<file path="src/rtl/reg_sum_arb.sv">
// reg_sum_arb: round-robin arbiter in front of a shared, two-stage
// pipelined 4-operand adder. Each accepted request goes into the adder
// tagged with the requester ID, and the sum comes back out with that ID.
//
// Handshake (requester side): requester k raises req_valid_i[k] and holds
// it, together with its operands, until it sees req_ready_o[k]. A transfer
// happens on any rising edge where req_valid_i[k] & req_ready_o[k] is true.
// req_ready_o is combinational and one-hot (or zero). It depends only on
// req_valid_i, hold_i, rst_i and the round-robin pointer, never on outputs.
// The result side has no backpressure: res_valid_o is a one-cycle pulse.
module reg_sum_arb #(
    parameter  int N_REQ  = 4,
    parameter  int DATA_W = 8,
    localparam int ID_W   = $clog2(N_REQ)
) (
    input  logic                      clk_i,
    input  logic                      rst_i,
    input  logic                      hold_i,
    input  logic [N_REQ-1:0]          req_valid_i,
    input  logic [N_REQ*4*DATA_W-1:0] req_x_i,
    output logic [N_REQ-1:0]          req_ready_o,
    output logic                      res_valid_o,
    output logic [ID_W-1:0]           res_id_o,
    output logic [DATA_W-1:0]         res_sum_o,
    output logic                      busy_o,
    output logic [15:0]               issue_cnt_o
);

    // Round-robin pointer: the first requester to consider this cycle.
    logic [ID_W-1:0]   ptr_q, ptr_d;
    // Stage 1: pairwise partial sums.
    logic              s1_v_q, s1_v_d;
    logic [DATA_W-1:0] s1_a_q, s1_a_d;
    logic [DATA_W-1:0] s1_b_q, s1_b_d;
    logic [ID_W-1:0]   s1_id_q, s1_id_d;
    // Stage 2: final result.
    logic              res_v_q, res_v_d;
    logic [ID_W-1:0]   res_id_q, res_id_d;
    logic [DATA_W-1:0] res_sum_q, res_sum_d;
    logic [15:0]       issue_cnt_q, issue_cnt_d;

    logic              grant_found;
    logic [ID_W-1:0]   grant_id;
    logic              xfer;
    logic [DATA_W-1:0] x0, x1, x2, x3;

    // Search upward from the pointer. Pass one covers indices >= ptr.
    // Pass two picks the lowest index overall, which is the wrap-around case.
    always_comb begin
        grant_found = 1'b0;
        grant_id    = '0;
        for (int k = 0; k < N_REQ; k++) begin
            if (!grant_found && req_valid_i[k] && (k >= int'(ptr_q))) begin
                grant_found = 1'b1;
                grant_id    = ID_W'(k);
            end
        end
        for (int k = 0; k < N_REQ; k++) begin
            if (!grant_found && req_valid_i[k]) begin
                grant_found = 1'b1;
                grant_id    = ID_W'(k);
            end
        end
    end

    // Grant is suppressed during hold and reset. A ready bit is only ever
    // raised on a valid requester, so any grant is a transfer.
    assign xfer = grant_found && !hold_i && !rst_i;

    // One-hot ready vector from the chosen index.
    always_comb begin
        req_ready_o = '0;
        for (int k = 0; k < N_REQ; k++) begin
            req_ready_o[k] = xfer && (grant_id == ID_W'(k));
        end
    end

    // Operand mux: pick the granted requester's four operands.
    always_comb begin
        x0 = '0;
        x1 = '0;
        x2 = '0;
        x3 = '0;
        for (int k = 0; k < N_REQ; k++) begin
            if (grant_id == ID_W'(k)) begin
                x0 = req_x_i[(k*4+0)*DATA_W +: DATA_W];
                x1 = req_x_i[(k*4+1)*DATA_W +: DATA_W];
                x2 = req_x_i[(k*4+2)*DATA_W +: DATA_W];
                x3 = req_x_i[(k*4+3)*DATA_W +: DATA_W];
            end
        end
    end

    // Next-state for pointer, counter and both adder stages.
    // The result registers keep their old values on idle cycles.
    always_comb begin
        ptr_d       = ptr_q;
        issue_cnt_d = issue_cnt_q;
        if (xfer) begin
            ptr_d       = (grant_id == ID_W'(N_REQ - 1)) ? '0 : grant_id + ID_W'(1);
            issue_cnt_d = issue_cnt_q + 16'd1;
        end
        s1_v_d    = xfer;
        s1_a_d    = xfer ? x0 + x1 : s1_a_q;
        s1_b_d    = xfer ? x2 + x3 : s1_b_q;
        s1_id_d   = xfer ? grant_id : s1_id_q;
        res_v_d   = s1_v_q;
        res_sum_d = s1_v_q ? s1_a_q + s1_b_q : res_sum_q;
        res_id_d  = s1_v_q ? s1_id_q : res_id_q;
    end

    // State registers. Reset flushes the pipeline with no result pulse.
    always_ff @(posedge clk_i) begin
        if (rst_i) begin
            ptr_q       <= '0;
            issue_cnt_q <= '0;
            s1_v_q      <= 1'b0;
            s1_a_q      <= '0;
            s1_b_q      <= '0;
            s1_id_q     <= '0;
            res_v_q     <= 1'b0;
            res_sum_q   <= '0;
            res_id_q    <= '0;
        end else begin
            ptr_q       <= ptr_d;
            issue_cnt_q <= issue_cnt_d;
            s1_v_q      <= s1_v_d;
            s1_a_q      <= s1_a_d;
            s1_b_q      <= s1_b_d;
            s1_id_q     <= s1_id_d;
            res_v_q     <= res_v_d;
            res_sum_q   <= res_sum_d;
            res_id_q    <= res_id_d;
        end
    end

    assign res_valid_o = res_v_q;
    assign res_id_o    = res_id_q;
    assign res_sum_o   = res_sum_q;
    assign busy_o      = s1_v_q | res_v_q;
    assign issue_cnt_o = issue_cnt_q;

endmodule

</file>
<file path="config.mk">
export PLATFORM = sky130hd
export DESIGN_NAME = reg_sum_arb
export DESIGN_NICKNAME = d
export VERILOG_FILES = /design/src/rtl/reg_sum_arb.sv
export SDC_FILE = /design/constraint.sdc
export NUM_CORES = 1
export LEC_CHECK = 0
export CAP_MARGIN = 20
export CORE_MARGIN = 1.5
export CORE_UTILIZATION = 44
export CTS_BUF_LIST = sky130_fd_sc_hd__clkbuf_16
export DETAILED_ROUTE_END_ITERATION = 16
export HOLD_SLACK_MARGIN = 0.1
export PLACE_DENSITY = 0.92
export SLEW_MARGIN = 10
export SYNTH_ARGS = -nofsm -noshare
export SYNTH_HDL_FRONTEND = slang
export SYNTH_SLANG_ARGS = --single-unit
</file>
<file path="constraint.sdc">
create_clock -name clk_i -period 5.2 [get_ports clk_i]
set_input_delay 1.04 -clock clk_i [delete_from_list [all_inputs] [get_ports clk_i]]
set_output_delay 1.04 -clock clk_i [all_outputs]
set_load 0.005 [all_outputs]
</file>
==> summary.md <==
### Outcome
* outcome: completed

### CTS
* clock root cell: sky130_fd_sc_hd__clkbuf_16
* number of buffers created by CTS: 5
* clock-pin slew on the worst setup and hold paths: 70 ps
* clock tree from TritonCTS: yes
* count of clock tree sinks: 48
* quantity of gates resized following cts: 0
* Post CTS Setup Buffer Count: 0
* number of levels the H-tree was split into: 2
* hold buffer count at cts: 0
* buffer depth of the longest clock path: 2
* later-pin clock latency in the skew report: 290 ps

### Global routing
* antenna violations before repair: 0
* Global Route Usage Sum: 25.9%
* largest net degree at the start of global routing: 54
* global route total overflow: 0
* global-route wire length before repair: 20400 µm
* number of global-route vias before repair: 4402

### Layout
* non-filler instance count after layout: 781
* most frequent standard cell in the layout excluding fill and tap cells: sky130_fd_sc_hd__clkdlybuf4s50_1
* fill cell total of the finished layout: 695
* Final #Nets: 836
* highest-count cells in the layout ignoring fill and taps: sky130_fd_sc_hd__clkdlybuf4s50_1 (165), sky130_fd_sc_hd__nand2_1 (69), sky130_fd_sc_hd__a21oi_1 (60)
* Area Growth Syn to Fin: 47.7%
* Inserted Diodes: 0
* ratio of cells with drive above 1 in the final layout: 4.16%

### Setup path
* endpoint kind of the worst setup timing path: output port
* worst path arrival time: 3850 ps
* critical path launch point: req_valid_i[1]
* type of the setup path with the least slack: primary input to output port
* Data required, critical path: 4160 ps
* r2r setup slk: 1280 ps
* type of element launching the critical path: primary input
* startpoint of the worst-slack reg-to-reg timing path: ptr_q[1]$_SDFFE_PP0P_
* worst reg2reg path depth: 16
* critical path fanouts, max: 43

### STA
* count of final setup violators: 0
* clk_skew: 5.67 ps
* summed negative setup slack over all endpoints: 0 ps
* Slew Viols, Final: 0
* Worst-Margin Slew: 871 ps
* max-slew headroom at the worst pin: 41.9%
* crit path time final: 4890 ps
* setup repair after global routing missed its margin: no
* hold violation count in the final report: 0
* timing-limited maximum frequency: 205 MHz
* part of the cycle the worst path needs: 94.0%

### Die
* starting density of the core: 45.0%
* site row count: 34
* horizontal extent of the die: 97.3 µm
* area inside the core boundary: 8680 µm²
* Die Area: 9460 µm²
* num ports: 167
* vertical extent of the die: 97.3 µm

### Pwr
* clock share of power: 23.9%
* total net switching power: 0.562 mW
* total power density per cell area: 271 nW/µm²
* power share of the sequential group: 28.2%
* worst ir drop on vdd: 0.000162 V
* power share of the combinational group: 47.9%
* internal cell power: 1.00 mW
* proportion of total power due to net switching: 35.9%
* Lkg Pwr: 2.20 nW

### Routing
* DR vias/cell: 5.75
* WL/cell: 16.1 µm
* first-pass iteration count of the detailed router: 5
* total wire length after detailed routing: 12600 µm
* 1st-iter DRT viols: 359
* # DRC: 0
* remaining antenna violation count after routing: 0
* number of vias after detailed routing: 4493

### Hold path
* startpoint of the most critical hold path: s1_id_q[1]$_SDFFE_PP0P_
* kind of path behind the tightest hold check: flip-flop to flip-flop
* cell depth of the worst min-delay path: 2

### Synth
* library cell occupying the most area in the post-synthesis netlist: sky130_fd_sc_hd__dfxtp_1
* share of synthesized registers carrying an async set or reset: 0%
* count of state elements after synthesis: 48
* Syn Std Cell Area: 3910 µm²
* top cells by area in the synthesized netlist: sky130_fd_sc_hd__dfxtp_1 (25%), sky130_fd_sc_hd__ha_1 (8.3%), sky130_fd_sc_hd__a21oi_1 (7.7%)
* Netlist cell types: 53
* Cells after Synth: 526
* top-area cell type share of the netlist area: 24.6%
* syn_nets: 690
* portion of the post-synthesis area used by sequential elements: 24.6%
* count of synthesis-stage warnings from yosys: 0
* top_reg_cell synth: sky130_fd_sc_hd__dfxtp_1
* Post-synth EDFFs: 0
* Avg Synthesized Cell Area: 7.43 µm²

### Place
* number of port buffers: 166
* placed wire-length estimate: 9920 µm
* GP Congestion: 0.951
* count of placed standard cells including taps: 773

### Job
* number of maximum-capacitance constraint violations: 0

==> metrics by stage <==
stage	area [µm²]	power, mW	hold WS (ps)	utilization, %	setup WS [ps]
after floorplan	3910	0.912	436	-	1010
after global placement	5600	1.14	448	64.5	471
after detailed placement	5600	1.18	449	64.5	173
after CTS	5770	1.56	459	66.5	354
after global routing	5770	1.66	478	66.5	90.0
final	5770	1.56	457	66.5	311
==> cell usage after synthesis, types with 9 or more instances <==
master / number
sky130_fd_sc_hd__clkbuf_1: 26
sky130_fd_sc_hd__nor3_1: 12
sky130_fd_sc_hd__ha_1: 26
sky130_fd_sc_hd__xor2_1: 16
sky130_fd_sc_hd__o21ai_0: 38
sky130_fd_sc_hd__a22oi_1: 16
sky130_fd_sc_hd__xnor2_1: 13
sky130_fd_sc_hd__nand3_1: 9
sky130_fd_sc_hd__inv_1: 16
sky130_fd_sc_hd__dfxtp_1: 48
sky130_fd_sc_hd__a21oi_1: 60
sky130_fd_sc_hd__nand3b_1: 12
sky130_fd_sc_hd__nand2_1: 69
sky130_fd_sc_hd__nor2_1: 46
==> flip-flops by register name, indices dropped and copies added, names as in the netlist <==
register	count
res_valid_o	1
s1_a_q	8
res_v_d	1
ptr_q	2
res_sum_o	8
s1_id_q	2
res_id_o	2
s1_b_q	8
issue_cnt_o	16
==> power by group through the flow <==
stage,combinational (mW),sequential [mW],clock [mW]
after CTS,0.739,0.439,0.377
final,0.750,0.440,0.374
after global placement,0.700,0.445,0
after floorplan,0.475,0.438,0
after detailed placement,0.728,0.447,0
after global routing,0.825,0.444,0.395
==> layer usage <==
layer / vias up / routed length (µm) / track usage (%)
met5: - / 0 / 0
met1: 2050 / 5050 / 30.6
met3: 46 / 830 / 3.96
met4: 0 / 511 / 13.0
li1: 2169 / - / -
met2: 228 / 6180 / 45.5
==> final timing paths <==
kind,end
max reg2reg,s1_b_q[6]$_SDFFE_PP0P_
max,req_ready_o[3]
min,s1_id_q[1]$_SDFFE_PP0P_
min reg2reg,s1_id_q[1]$_SDFFE_PP0P_
==> worst max-delay path, stage by stage <==
cell	delay (ps)
sky130_fd_sc_hd__clkdlybuf4s50_1	590
sky130_fd_sc_hd__a21boi_0	220
sky130_fd_sc_hd__o22ai_1	110
sky130_fd_sc_hd__a21oi_1	370
sky130_fd_sc_hd__ha_2	740
sky130_fd_sc_hd__and3_1	260
sky130_fd_sc_hd__clkdlybuf4s50_1	500
==> cells by family after synthesis <==
group | share of synthesized area [%]
AND/OR/NAND/NOR | 25.5
AO/OA/AOI/OAI | 25.7
buffers and inverters | 5.99
flip-flops | 24.6
XOR/XNOR | 6.50
adder cells (fa/ha/maj) | 9.86
multiplexers | 1.79
==> final cells by class <==
class,instances,area (µm²),share of cell area (%)
multi-input combinational,426,2720,47.1
timing repair buffer,175,1720,29.9
sequential,48,961,16.6
tap,108,135,2.34
clock buffer,5,125,2.17
inverter,16,60.1,1.04
clock inverter,3,47.5,0.824
Note: power is estimated with default switching activity, not from simulation.
